### config.mk
export PLATFORM = sky130hd
export DESIGN_NAME = log_result_stage
export DESIGN_NICKNAME = d
export VERILOG_FILES = /design/src/rtl/log_result_stage.sv
export SDC_FILE = /design/constraint.sdc
export NUM_CORES = 1
export LEC_CHECK = 0
export CORE_UTILIZATION = 38
export DETAILED_ROUTE_END_ITERATION = 8
export GPL_ROUTABILITY_DRIVEN = 0
export PLACE_DENSITY = 0.65
export SLEW_MARGIN = 20
export SYNTH_ARGS = -nofsm -noshare
export SYNTH_HDL_FRONTEND = slang
export SYNTH_SLANG_ARGS = --single-unit
### constraint.sdc
create_clock -name clk -period 2.3 [get_ports clk]
set_input_delay 0.69 -clock clk [delete_from_list [all_inputs] [get_ports clk]]
set_output_delay 0.69 -clock clk [all_outputs]
set_load 0.02 [all_outputs]
### src/rtl/log_result_stage.sv
`default_nettype none
// ============================================================================
//  Module   : log_result_stage
//  Purpose  : Registered output stage behind the 16-bit logic unit. Captures
//             result + select code, derives status flags at capture time,
//             tags each accepted result with a sequence number and forwards
//             it through a valid/ready handshake. A main register plus one
//             skid register keep full throughput while in_ready stays a
//             registered (out_ready-independent) signal.
//  Revision : 1.0 - initial release
// ============================================================================
module log_result_stage #(
    parameter int DW   = 16,
    parameter int TAGW = 8
) (
    input  logic            clk,
    input  logic            rst,
    input  logic            flush,
    input  logic            in_valid,
    output logic            in_ready,
    input  logic [DW-1:0]   lout,
    input  logic [3:0]      sel,
    output logic            out_valid,
    input  logic            out_ready,
    output logic [DW-1:0]   out_data,
    output logic [3:0]      out_sel,
    output logic [TAGW-1:0] out_tag,
    output logic            out_zero,
    output logic            out_neg,
    output logic            out_par,
    output logic            out_const,
    output logic [15:0]     xfer_cnt
);

    // Select codes whose logic-unit result does not depend on the operands
    localparam logic [3:0]      c_SEL_CONST_A = 4'b0011;
    localparam logic [3:0]      c_SEL_CONST_B = 4'b1100;
    localparam logic [TAGW-1:0] c_TAG_ONE     = {{(TAGW-1){1'b0}}, 1'b1};
    localparam logic [15:0]     c_XFER_ONE    = 16'd1;

    // One buffered result with its precomputed status flags
    typedef struct packed {
        logic [TAGW-1:0] tag;
        logic [3:0]      sel;
        logic            cnst;
        logic            par;
        logic            neg;
        logic            zero;
        logic [DW-1:0]   data;
    } entry_t;

    // Occupancy: EMPTY, ONE (main only), FULL (main + skid)
    typedef enum logic [1:0] {
        ST_EMPTY = 2'd0,
        ST_ONE   = 2'd1,
        ST_FULL  = 2'd2
    } occ_t;

    occ_t            r_state;
    entry_t          r_main;
    entry_t          r_skid;
    logic [TAGW-1:0] r_tag;
    logic [15:0]     r_xfer;

    entry_t          w_new;
    logic            w_accept;
    logic            w_drain;

    // Handshake decode: both terms come straight from registered state
    // (in_ready is additionally forced low while rst is asserted)
    always_comb begin
        in_ready  = (r_state != ST_FULL) & ~rst;
        out_valid = (r_state != ST_EMPTY);
        w_accept  = in_valid & in_ready;
        w_drain   = out_valid & out_ready;
    end

    // Build the entry to capture: flags come from lout, const from sel only
    always_comb begin
        w_new      = '0;
        w_new.data = lout;
        w_new.zero = (lout == '0);
        w_new.neg  = lout[DW-1];
        w_new.par  = ^lout;
        w_new.cnst = (sel == c_SEL_CONST_A) || (sel == c_SEL_CONST_B);
        w_new.sel  = sel;
        w_new.tag  = r_tag;
    end

    // Occupancy state machine, storage registers and counters
    always_ff @(posedge clk) begin
        if (rst) begin
            r_state <= ST_EMPTY;
            r_main  <= '0;
            r_skid  <= '0;
            r_tag   <= '0;
            r_xfer  <= '0;
        end else begin
            // The tag is consumed by every accept, even one dropped by flush,
            // so the consumer can detect the gap from the tag sequence.
            if (w_accept) begin
                r_tag <= r_tag + c_TAG_ONE;
            end
            if (w_drain) begin
                r_xfer <= r_xfer + c_XFER_ONE;
            end

            if (flush) begin
                r_state <= ST_EMPTY;
            end else begin
                case (r_state)
                    ST_EMPTY: begin
                        if (w_accept) begin
                            r_main  <= w_new;
                            r_state <= ST_ONE;
                        end
                    end
                    ST_ONE: begin
                        if (w_accept && w_drain) begin
                            r_main <= w_new;
                        end else if (w_accept) begin
                            r_skid  <= w_new;
                            r_state <= ST_FULL;
                        end else if (w_drain) begin
                            r_state <= ST_EMPTY;
                        end
                    end
                    ST_FULL: begin
                        // No accept is possible here; skid moves up in order
                        if (w_drain) begin
                            r_main  <= r_skid;
                            r_state <= ST_ONE;
                        end
                    end
                    default: begin
                        r_state <= ST_EMPTY;
                    end
                endcase
            end
        end
    end

    // Outputs come directly from the main register
    always_comb begin
        out_data  = r_main.data;
        out_sel   = r_main.sel;
        out_tag   = r_main.tag;
        out_zero  = r_main.zero;
        out_neg   = r_main.neg;
        out_par   = r_main.par;
        out_const = r_main.cnst;
        xfer_cnt  = r_xfer;
    end

endmodule
`default_nettype wire

; Yosys cells after proc, flatten, opt, wreduce, memory -nomap -nowiden
; Cells that the tools add are included.
[classes]
bitwise_logic = 6
add_sub_neg = 2
n_reduce_logical = 11
muxes = 10
eq_ne = 10
[ops]
columns = cell, count
row1 = two-way mux 32 bit, 3
row2 = case mux 32 bit (3 select lines), 1
row3 = adder 16 x 1 -> 16 bit (second input constant), 1
row4 = zero test 16 bit, 1
row5 = XOR reduction 16 bit, 1
row6 = two-way mux 2 bit, 5
row7 = inequality test 2 bit (second input constant), 5
row8 = adder 8 x 1 -> 8 bit (second input constant), 1
row9 = AND reduction 4 bit, 2
row10 = case mux 2 bit (3 select lines), 1
row11 = AND reduction 5 bit, 1
row12 = == test 4 x 2 -> 1 bit (second input constant), 1
row13 = == test 4 bit (second input constant), 1
row14 = AND 1 bit, 3
row15 = inequality test 3 bit (second input constant), 1
row16 = NOT 1 bit, 3
row17 = nonzero test 3 bit, 1
row18 = == test 2 x 1 -> 1 bit (second input constant), 1
row19 = == test 2 bit (second input constant), 1
row20 = zero test 2 bit, 1
row21 = nonzero test 2 bit, 1
row22 = OR reduction 2 bit, 1
row23 = logical AND 1 bit, 1
row24 = logical OR 1 bit, 1
[word_totals]
ff_bits = 90
input_bits = 25

; Longest topological paths before layout
; Gate-level depths: netlist of the first run.
[depth]
word_depth = 6
ltp_mapped = 7

; Worst setup path after synthesis of the first run
; OpenSTA, ideal clock, no wires.
[synth_path]
path_kind = input-to-reg
start = input in_valid
end = register r_skid[16] (netlist name)
arrival_ps = 1965
setup_slack_ps = 203
n_path_buf = 3
cell_stages = 7
path_cell_list = buf_2 > nand2b_2 > or4b_1 > buf_2 > buf_2 > nand2_1 > a21oi_1
[synth_between]
elab_chain_cells = 4
[synth_lines]
columns = element, line_no
row1 = start: declaration, 19  ; input logic in_valid,
row2 = AND 1 bit *, 74  ; w_accept = in_valid & in_ready;
row3 = logical AND 1 bit, 119  ; if (w_accept && w_drain) begin
row4 = NOT 1 bit (no source line), -
row5 = AND reduction 4 bit (no source line) *, -
row6 = end signal: assignment, 122  ; r_skid <= w_new;
row7 = end: declaration, 61  ; entry_t r_skid;
; Every way passes the cells marked *; elsewhere a longest branch is shown, timed or not.
; A chain may end at the register's enable or synchronous reset.

; Final worst setup path of the first run
[layout_path]
start = register r_state[1]
end = output in_ready
[layout_between]
elab_chain_cells = 2
[layout_lines]
columns = element, line_no
row1 = start: declaration, 59  ; occ_t r_state;
row2 = start signal: assignment, 93  ; r_state <= ST_EMPTY;
row3 = start signal: assignment, 109  ; r_state <= ST_EMPTY;
row4 = start signal: assignment, 115  ; r_state <= ST_ONE;
row5 = inequality test 2 bit, 72  ; in_ready = (r_state != ST_FULL) & ~rst;
row6 = AND 1 bit, 72
row7 = end: declaration, 20  ; output logic in_ready,
; No other way between the ends.

==> reports/results.tsv, run 1 <==
stage	metric	value	unit
routing	avgRoutedWirePerCell	13.91	um
sta	setup_ws	0.07629	ns
sta	max_freq	0.4497	GHz
floorplan	die_w	104.8	um
setup_path	critPathMaxStageDelay	0.46	ns
routing	via_count	3607	
placement	io_buffers	74	
global_route	grt_pass1_wl	15900	um
floorplan	start_util	39.08	%
setup_path	arrival	1.53	ns
cts	tritoncts	built	
synthesis	synth_edf_count	0	
global_route	grt.overflow.total	0	
cts	clockBufferDepth	2	
layout	fill_cells	999	
routing	drtIter0Drc	181	
synthesis	synth.avg_cell_area	8.367	sq um
synthesis	ys.flop_type	dfxtp_1	
cts	clock_latency	0.36	ns
cts	cts_buffers	9	
hold_path	hp-class	flop to flop	
floorplan	core	10280	sq um
sta	max_slew_margin	59.05	%
status	status	finished clean	
floorplan	die_area	10980	sq um
floorplan	ios	75	
cts	htree_levels	3	
synthesis	synth_async_sr_flop_share	0	%
placement	hpwl	6496	um
routing	wirelength	9707	um
sta	slew_viol_final	0	
placement	pre_cts_ws	-0.2104	ns
routing	met1_length	4440	um
sta	finalSetupViolations	0	
setup_path	crit_slowest_cell	dfxtp_1	
setup_path	path_buf_inv	2	
routing	wl_met3	551	um
layout	utilization	51.06	%
setup_path	rr_startpoint	r_state[1]	
routing	highest-signal-layer	met4	
sta	final.period_utilization	96.68	%
floorplan	die_y	104.8	um
setup_path	cp.required	1.61	ns
routing	detail-route-antenna-nets	0	
synthesis	yosysUniqueCellTypes	46	
global_route	grt_pass1_vias	3378	
sta	setup_tns	0	ns
layout	syn2layout_area_growth	30.65	%
synthesis	synth_seq_cells	88	
layout	seqCellArea	1763	sq um
layout	multi_input_area	2038	sq um
setup_path	critical_path_class	flop to primary output	
flow_run	cap_violations	0	
sta	rsz0062_at_grt	no	
routing	vias_per_cell	5.168	
hold_path	min_to	r_skid[23]	
synthesis	yosysSeqAreaShare	43.86	%
routing	dr_wl_met2	4576	um
synthesis	synthesis.nets	515	
layout	final_layout_size_suffix_gt1_share	10.32	%
setup_path	crit_path_start	r_state[1]	
floorplan	rows	37	
setup_path	cp-end-kind	primary output	
setup_path	cp_max_fo	5	
global_route	antenna_found_initial	0	
setup_path	rrSetupSlack	0.43	ns
cts	root_buffer	clkbuf_8	
setup_path	crit_family	flip-flops	
global_route	grt_usage	17.99	%
routing	first_pass_iters	4	
sta	hold_viol	0	
synthesis	syn_inst	480	
cts	path_clk_slew	0.09	ns
global_route	grt_max_degree	53	
hold_path	hold_start	r_skid[23]	
layout	nNetsFinal	592	
sta	tightest_slew	0.6143	ns
power	p_per_area	599.1	nW/um^2
setup_path	critPathLaunchType	flop	
sta	min_period	2.224	ns
setup_path	worst_r2r_endpoint	out_tag[1]	
synthesis	yosys_warnings	0	
power	ir_worst_vdd	0.2742	mV
setup_path	reg2reg_depth	5	
layout	n_antenna_cell	0	
cts	cts.sinks	88	
power	leakage	1.911	nW
synthesis	syn_area	4016	sq um
hold_path	holdPathStages	2	
routing	route.detailed.drc	0	
sta	skew	0.008639	ns
setup_path	path_cells	nor2b_2, nor2_1, buf_4, dlygate4sd2_1	
## through the flow
stage	hold WS (ns)	power, mW	instances	area [sq um]
3_5_place_dp	0.4478	2.062	682	5044
3_3_place_gp	0.4404	2.055	682	5044
4_1_cts	0.4616	3.179	698	5248
5_1_grt	0.4754	3.288	698	5248
2_1_floorplan	0.4342	1.869	480	4016
6_report	0.4580	3.144	698	5248
## placed cells by master (no fill, tap or decap), types with 2 or more instances in the layout
cell              n
nand3b_1          2
dlygate4sd2_1     2
dfxtp_1          87
nor3_1            7
o21ai_0           4
buf_12            3
or3_1             3
a211oi_1          2
buf_4            27
mux2i_1          15
inv_1            19
a21oi_1          78
xor2_1            6
clkbuf_8         10
a311oi_1         28
nand4_1           5
nor4_1            3
ha_1             10
clkinvlp_4        2
clkdlybuf4s50_1  71
nand3_1          12
nor2_1           45
nor2b_1           5
mux2_2            4
a2111oi_0         2
nand2_1          64
o211ai_1          2
xnor2_1          17
## cells in the mapped netlist, types with 3 or more instances
master | number | area share [%]
mux2_2 | 4 | 1.1
a311oi_1 | 28 | 6.1
nor4_1 | 3 | 0.47
o21ai_0 | 4 | 0.50
or3_1 | 3 | 0.47
nand4_1 | 5 | 0.78
mux2i_1 | 15 | 3.7
nor2_1 | 45 | 4.2
nand2_1 | 64 | 6.0
nor3_1 | 7 | 0.87
inv_1 | 19 | 1.8
nor2b_1 | 6 | 0.93
ha_1 | 10 | 3.1
xor2_1 | 6 | 1.3
nand3_1 | 12 | 1.5
buf_2 | 12 | 1.5
a21oi_1 | 78 | 9.7
dfxtp_1 | 88 | 44
xnor2_1 | 17 | 3.7
clkbuf_1 | 24 | 2.2
## logic make-up after synthesis
| family | synth area share (%) |
|---|---|
| xor gates and xnor gates | 5.015 |
| adders and majority gates | 3.115 |
| DFF | 43.86 |
| buffers and inverters | 5.888 |
| muxes | 4.860 |
| and+or+nand+nor | 18.35 |
| AOI/OAI and AO/OA | 18.91 |
## worst max path at each step
stage	to	cells past startpoint
6_report	in_ready	4
5_1_grt	in_ready	4
4_1_cts	in_ready	4
3_5_place_dp	out_tag[1]	7
3_3_place_gp	out_tag[3]	7
2_1_floorplan	r_skid[16]	7
## report_power, final
group          switching (mW)  internal (mW)  total, mW  leakage [nW]
Combinational           0.229          0.208      0.437          1.10
Clock                   0.583          0.536       1.12        0.0989
Sequential             0.0274           1.56       1.59         0.713
Total                   0.840           2.30       3.14          1.91
## metal layers
layer / vias to the layer above / track usage [%]
li1: 1830 / -
met1: 1669 / 22.97
met2: 94 / 29.23
met3: 14 / 4.679
met4: 0 / 6.439
met5: - / 0
## state kept, by name, indices dropped and copies added (netlist names)
signal / cells
r_state: 2
out_zero: 1
out_neg: 1
out_data: 15
r_skid: 31
out_par: 1
out_sel: 4
xfer_cnt: 16
out_const: 1
r_tag: 8
out_tag: 8
## layout make-up
cell class	count	area share, %
Timing Repair Buffer	104	18.98
Clock inverter	6	1.288
Clock buffer	10	2.623
Sequential cell	88	33.60
Inverter	20	1.431
Multi-Input combinational cell	334	38.84
Tap cell	136	3.243
## what timing repair did
item,4_1_cts,5_1_grt
buffers inserted,0,0
hold buffers,0,0
gates resized for setup,3,0
endpoints found under the setup margin,2,0
## worst register-to-register path, delay by kind of cell (launching register included)
kind                   cells  cell delay, ns
buffers and inverters      2            0.57
DFF                        1            0.46
and+or+nand+nor            1            0.35
AOI/OAI and AO/OA          1            0.27
muxes                      1            0.13
No activity file was read; power rests on OpenSTA's default activity.
==> run 2: changes to the inputs <==
- CORE_UTILIZATION: 38 -> 40
- PLACE_DENSITY: 0.65 -> 0.68
==> reports/results.tsv, run 2 (same netlist as run 1, synthesis figures left out) <==
stage	metric	value	unit	change
status	status	finished clean		
sta	slew_viol_final	0		unchanged
floorplan	die_y	102.2	um	-2.5%
cts	path_clk_slew	0.09	ns	about the same
layout	multi_input_area	2038	sq um	unchanged
placement	hpwl	6487	um	-0.14%
sta	tightest_slew	0.5748	ns	-0.03949 ns
placement	io_buffers	74		unchanged
cts	tritoncts	built		
hold_path	min_to	r_skid[29]		
routing	vias_per_cell	5.161		-0.13%
setup_path	critical_path_class	flop to primary output		
floorplan	die_w	102.2	um	-2.5%
cts	post-cts-setup-buffers	0		unchanged
setup_path	arrival	1.47	ns	-0.06 ns
global_route	antenna_found_initial	0		unchanged
hold_path	hp-class	flop to flop		
hold_path	holdPathStages	2		unchanged
global_route	grt.met3_usage	5.951	%	+1.3 points
sta	hold_viol	0		unchanged
power	leakage	1.911	nW	about the same
sta	final.period_utilization	93.81	%	-2.9 points
sta	max_freq	0.4635	GHz	+3.1%
power	p_per_area	593.6	nW/um^2	-0.91%
setup_path	cp-end-kind	primary output		
layout	largest_reg_flops	31		unchanged
setup_path	cp.required	1.61	ns	about the same
global_route	busiest_layer	met2		
floorplan	die_area	10450	sq um	-4.9%
sta	whs	0.4569	ns	-0.001070 ns
hold_path	hold_start	r_skid[29]		
flow_run	cap_violations	0		unchanged
layout	n_antenna_cell	0		unchanged
setup_path	rr_startpoint	r_state[0]		
cts	root_buffer	clkbuf_8		
cts	htree_levels	3		unchanged
cts	clock_latency	0.36	ns	about the same
routing	via_count	3592		-0.42%
cts	cts_hold_buf	0		unchanged
global_route	grt.overflow.total	0		unchanged
sta	rsz0062_at_grt	no		
global_route	grt.met1_usage	25.30	%	+2.3 points
layout	largest_register	r_skid		
global_route	grt_max_degree	58		+9.4%
power	finalPower	3.115	mW	-0.91%
setup_path	worst_r2r_endpoint	out_sel[1]		
layout	mostFrequentLayoutCells	dfxtp_1, a21oi_1, clkdlybuf4s50_1		
floorplan	core	9774	sq um	-4.9%
cts	cts_buffers	9		unchanged
cts	post_cts_resized	2		-1
layout	syn2layout_area_growth	30.65	%	unchanged
setup_path	rrSetupSlack	0.49	ns	+0.06 ns
global_route	grt_pass1_wl	16110	um	+1.3%
routing	avgRoutedWirePerCell	14.25	um	+2.5%
global_route	grt_use_met2	31.91	%	+2.7 points
setup_path	crit_path_start	r_state[1]		
sta	max_slew_margin	61.68	%	+2.6 points
global_route	grt_pass1_vias	3334		-1.3%
layout	fill_cells	918		-8.1%
sta	min_period	2.158	ns	-0.06618 ns
sta	skew	0.01109	ns	+0.002448 ns
power	ir_worst_vdd	0.3448	mV	+26%
cts	cts.sinks	88		unchanged
cts	clockBufferDepth	2		unchanged
global_route	grt_usage	19.77	%	+1.8 points
setup_path	reg2reg_depth	7		+2
routing	first_pass_iters	4		unchanged
layout	nNetsFinal	594		+0.34%
floorplan	rows	36		-2.7%
sta	finalSetupViolations	0		unchanged
routing	wirelength	9917	um	+2.2%
floorplan	ios	75		unchanged
routing	detail-route-antenna-nets	0		unchanged
routing	route.detailed.drc	0		unchanged
layout	final_layout_size_suffix_gt1_share	10.30	%	-0.018 points
layout	seqCellArea	1762	sq um	about the same
setup_path	cp_max_fo	3		-2
floorplan	start_util	41.09	%	+2.0 points
layout	final_common_cell	dfxtp_1		
setup_path	critPathLaunchType	flop		
routing	drtIter0Drc	169		-6.6%
run 2: changes by cell type in the layout (fill, tap and decap cells not counted):
cell / delta
dfxtp_2: -1
clkinvlp_4: +1
buf_4: +2
dfxtp_1: +1
inv_6: -1
clkinv_4: -1
run 2: worst max-delay path: stages (launching register included):
cell           delay, ns
dfxtp_1             0.34
nor2b_2             0.16
nor2_1              0.24
dlygate4sd2_1       0.37
run 2: per-stage QoR:
stage	instance area [sq um]	utilization (%)	setup WS (ns)	setup TNS, ns	cells
final	5248	53.69	0.1425	0	696
after global placement	5055	51.72	-0.1320	-7.043	681
after detailed placement	5055	51.72	-0.2092	-8.554	681
after CTS	5248	53.69	0.1198	0	696
after global routing	5248	53.69	0.04269	0	696
after floorplan	4016	-	0.2031	0	480
run 2: power by group:
| group | switching [mW] | leakage, nW | total [mW] | internal [mW] |
|---|---|---|---|---|
| sequential | 0.0247 | 0.713 | 1.58 | 1.56 |
| clock | 0.559 | 0.0904 | 1.08 | 0.524 |
| combinational | 0.236 | 1.11 | 0.448 | 0.212 |
| total | 0.820 | 1.91 | 3.12 | 2.30 |
run 2: worst max path at each step:
| stage | end | slack (ns) | cells after the start |
|---|---|---|---|
| after global placement | out_zero | -0.13 | 6 |
| after CTS | in_ready | 0.12 | 3 |
| after floorplan | r_skid[16] | 0.20 | 7 |
| after global routing | out_zero | 0.04 | 6 |
| after detailed placement | out_sel[1] | -0.21 | 7 |
| final | in_ready | 0.14 | 3 |
run 2: final cells by class:
cell class | instances | area share, %
multi-input combinational | 334 | 38.84
tap | 133 | 3.171
sequential | 88 | 33.57
inverter | 20 | 1.431
clock buffer | 10 | 2.623
clock inverter | 5 | 1.097
timing repair buffer | 106 | 19.27
run 2: layer usage:
layer / routed length (um) / vias up
li1: - / 1830
met1: 4583 / 1667
met2: 4611 / 83
met3: 595 / 12
met4: 126 / 0
met5: 0 / -
==> run 3: changes to the inputs <==
- MAX_ROUTING_LAYER: unset -> met4
==> reports/results.tsv, run 3 (same netlist as run 1, synthesis figures left out) <==
stage	metric	value	unit	change
layout	multi_input_area	2038	sq um	unchanged
sta	slew_viol_final	0		unchanged
layout	largest_reg_flops	31		unchanged
routing	avgRoutedWirePerCell	14.30	um	+0.37%
placement	io_buffers	74		unchanged
floorplan	die_area	10450	sq um	unchanged
cts	cts_hold_buf	0		unchanged
layout	fill_cells	918		unchanged
sta	max_freq	0.4601	GHz	-0.72%
sta	skew	0.01029	ns	-0.0007942 ns
routing	route.detailed.drc	0		unchanged
status	status	finished clean		
sta	whs	0.4556	ns	-0.001306 ns
floorplan	start_util	41.09	%	unchanged
sta	max_slew_margin	61.24	%	-0.44 points
setup_path	critPathLaunchType	flop		
floorplan	ios	75		unchanged
routing	vias_per_cell	5.171		+0.19%
power	finalPower	3.117	mW	about the same
routing	drtIter0Drc	162		-4.1%
floorplan	die_w	102.2	um	unchanged
global_route	grt_pass1_vias	3330		-0.12%
setup_path	rr_startpoint	r_state[0]		
cts	tritoncts	built		
layout	largest_register	r_skid		
setup_path	cp_max_fo	3		unchanged
sta	setup_ws	0.1267	ns	-0.01574 ns
hold_path	hold_start	r_skid[30]		
cts	htree_levels	3		unchanged
hold_path	hp-class	flop to flop		
floorplan	core	9774	sq um	unchanged
layout	final_layout_size_suffix_gt1_share	10.30	%	unchanged
routing	first_pass_iters	4		unchanged
sta	finalSetupViolations	0		unchanged
placement	hpwl	6487	um	unchanged
cts	clock_latency	0.36	ns	about the same
cts	cts_buffers	9		unchanged
setup_path	reg2reg_depth	7		unchanged
cts	path_clk_slew	0.09	ns	about the same
placement	pre_cts_ws	-0.2092	ns	unchanged
sta	min_period	2.173	ns	+0.01574 ns
routing	via_count	3599		+0.19%
global_route	grt_usage	20.39	%	+0.62 points
power	leakage	1.911	nW	unchanged
global_route	grt_max_degree	58		unchanged
floorplan	rows	36		unchanged
setup_path	cp-end-kind	primary output		
global_route	antenna_found_initial	0		unchanged
hold_path	holdPathStages	2		unchanged
global_route	grt.overflow.total	0		unchanged
layout	final_common_cell	dfxtp_1		
floorplan	die_y	102.2	um	unchanged
setup_path	critical_path_class	flop to primary output		
global_route	grt_pass1_wl	16100	um	about the same
flow_run	cap_violations	0		unchanged
layout	mostFrequentLayoutCells	dfxtp_1, a21oi_1, clkdlybuf4s50_1		
setup_path	cp.required	1.61	ns	about the same
routing	wirelength	9954	um	+0.37%
sta	tightest_slew	0.5814	ns	+0.006649 ns
layout	seqCellArea	1762	sq um	unchanged
power	ir_worst_vdd	0.3464	mV	+0.48%
setup_path	crit_path_start	r_state[1]		
sta	rsz0062_at_grt	no		
sta	final.period_utilization	94.49	%	+0.68 points
layout	nNetsFinal	594		unchanged
cts	root_buffer	clkbuf_8		
layout	n_antenna_cell	0		unchanged
layout	syn2layout_area_growth	30.65	%	unchanged
sta	hold_viol	0		unchanged
cts	cts.sinks	88		unchanged
routing	detail-route-antenna-nets	0		unchanged
setup_path	arrival	1.48	ns	about the same
layout	utilization	53.69	%	unchanged
cts	clockBufferDepth	2		unchanged
power	p_per_area	594.0	nW/um^2	about the same
run 3: cell counts in the layout (fill, tap and decap cells not counted):
Identical to the previous run, type by type.
run 3: layer usage:
| metal | vias up | part of all wire, % | track usage [%] |
|---|---|---|---|
| li1 | 1830 | - | - |
| met1 | 1663 | 46 | 25.55 |
| met2 | 93 | 47 | 31.80 |
| met3 | 13 | 5.5 | 5.677 |
| met4 | 0 | 1.4 | 6.374 |
| met5 | - | 0 | - |
run 3: layout make-up:
type	count	share of cell area, %
Clock buffer	10	2.623
Clock inverter	5	1.097
Multi-Input combinational cell	334	38.84
Tap cell	133	3.171
Sequential cell	88	33.57
Timing Repair Buffer	106	19.27
Inverter	20	1.431
run 3: worst max-delay path, stage by stage, from the launching register on:
cell           delay [ns]
dfxtp_1              0.34
nor2b_2              0.16
nor2_1               0.25
dlygate4sd2_1        0.38
run 3: final timing paths:
kind | end | slack [ns]
worst min-delay path | r_skid[30] | 0.46
worst min register to register | r_skid[30] | 0.46
worst max-delay path | in_ready | 0.13
worst max register to register | out_sel[1] | 0.50
run 3: metrics by stage:
stage / instance area (sq um) / cells / TNS, ns
floorplan: 4016 / 480 / 0
global placement: 5055 / 681 / -7.043
detailed placement: 5055 / 681 / -8.554
CTS: 5248 / 696 / 0
global route: 5248 / 696 / 0
finish: 5248 / 696 / 0
run 3: timing repair:
item,CTS,global route
setup endpoints to repair,2,0
hold endpoints to repair,0,0
setup buffers,0,0
gates resized for setup,2,0
run 3: where the power goes:
group	total [mW]	internal, mW	switching (mW)
clock	1.09	0.524	0.561
combinational	0.447	0.212	0.235
sequential	1.58	1.56	0.0248
total	3.12	2.30	0.822
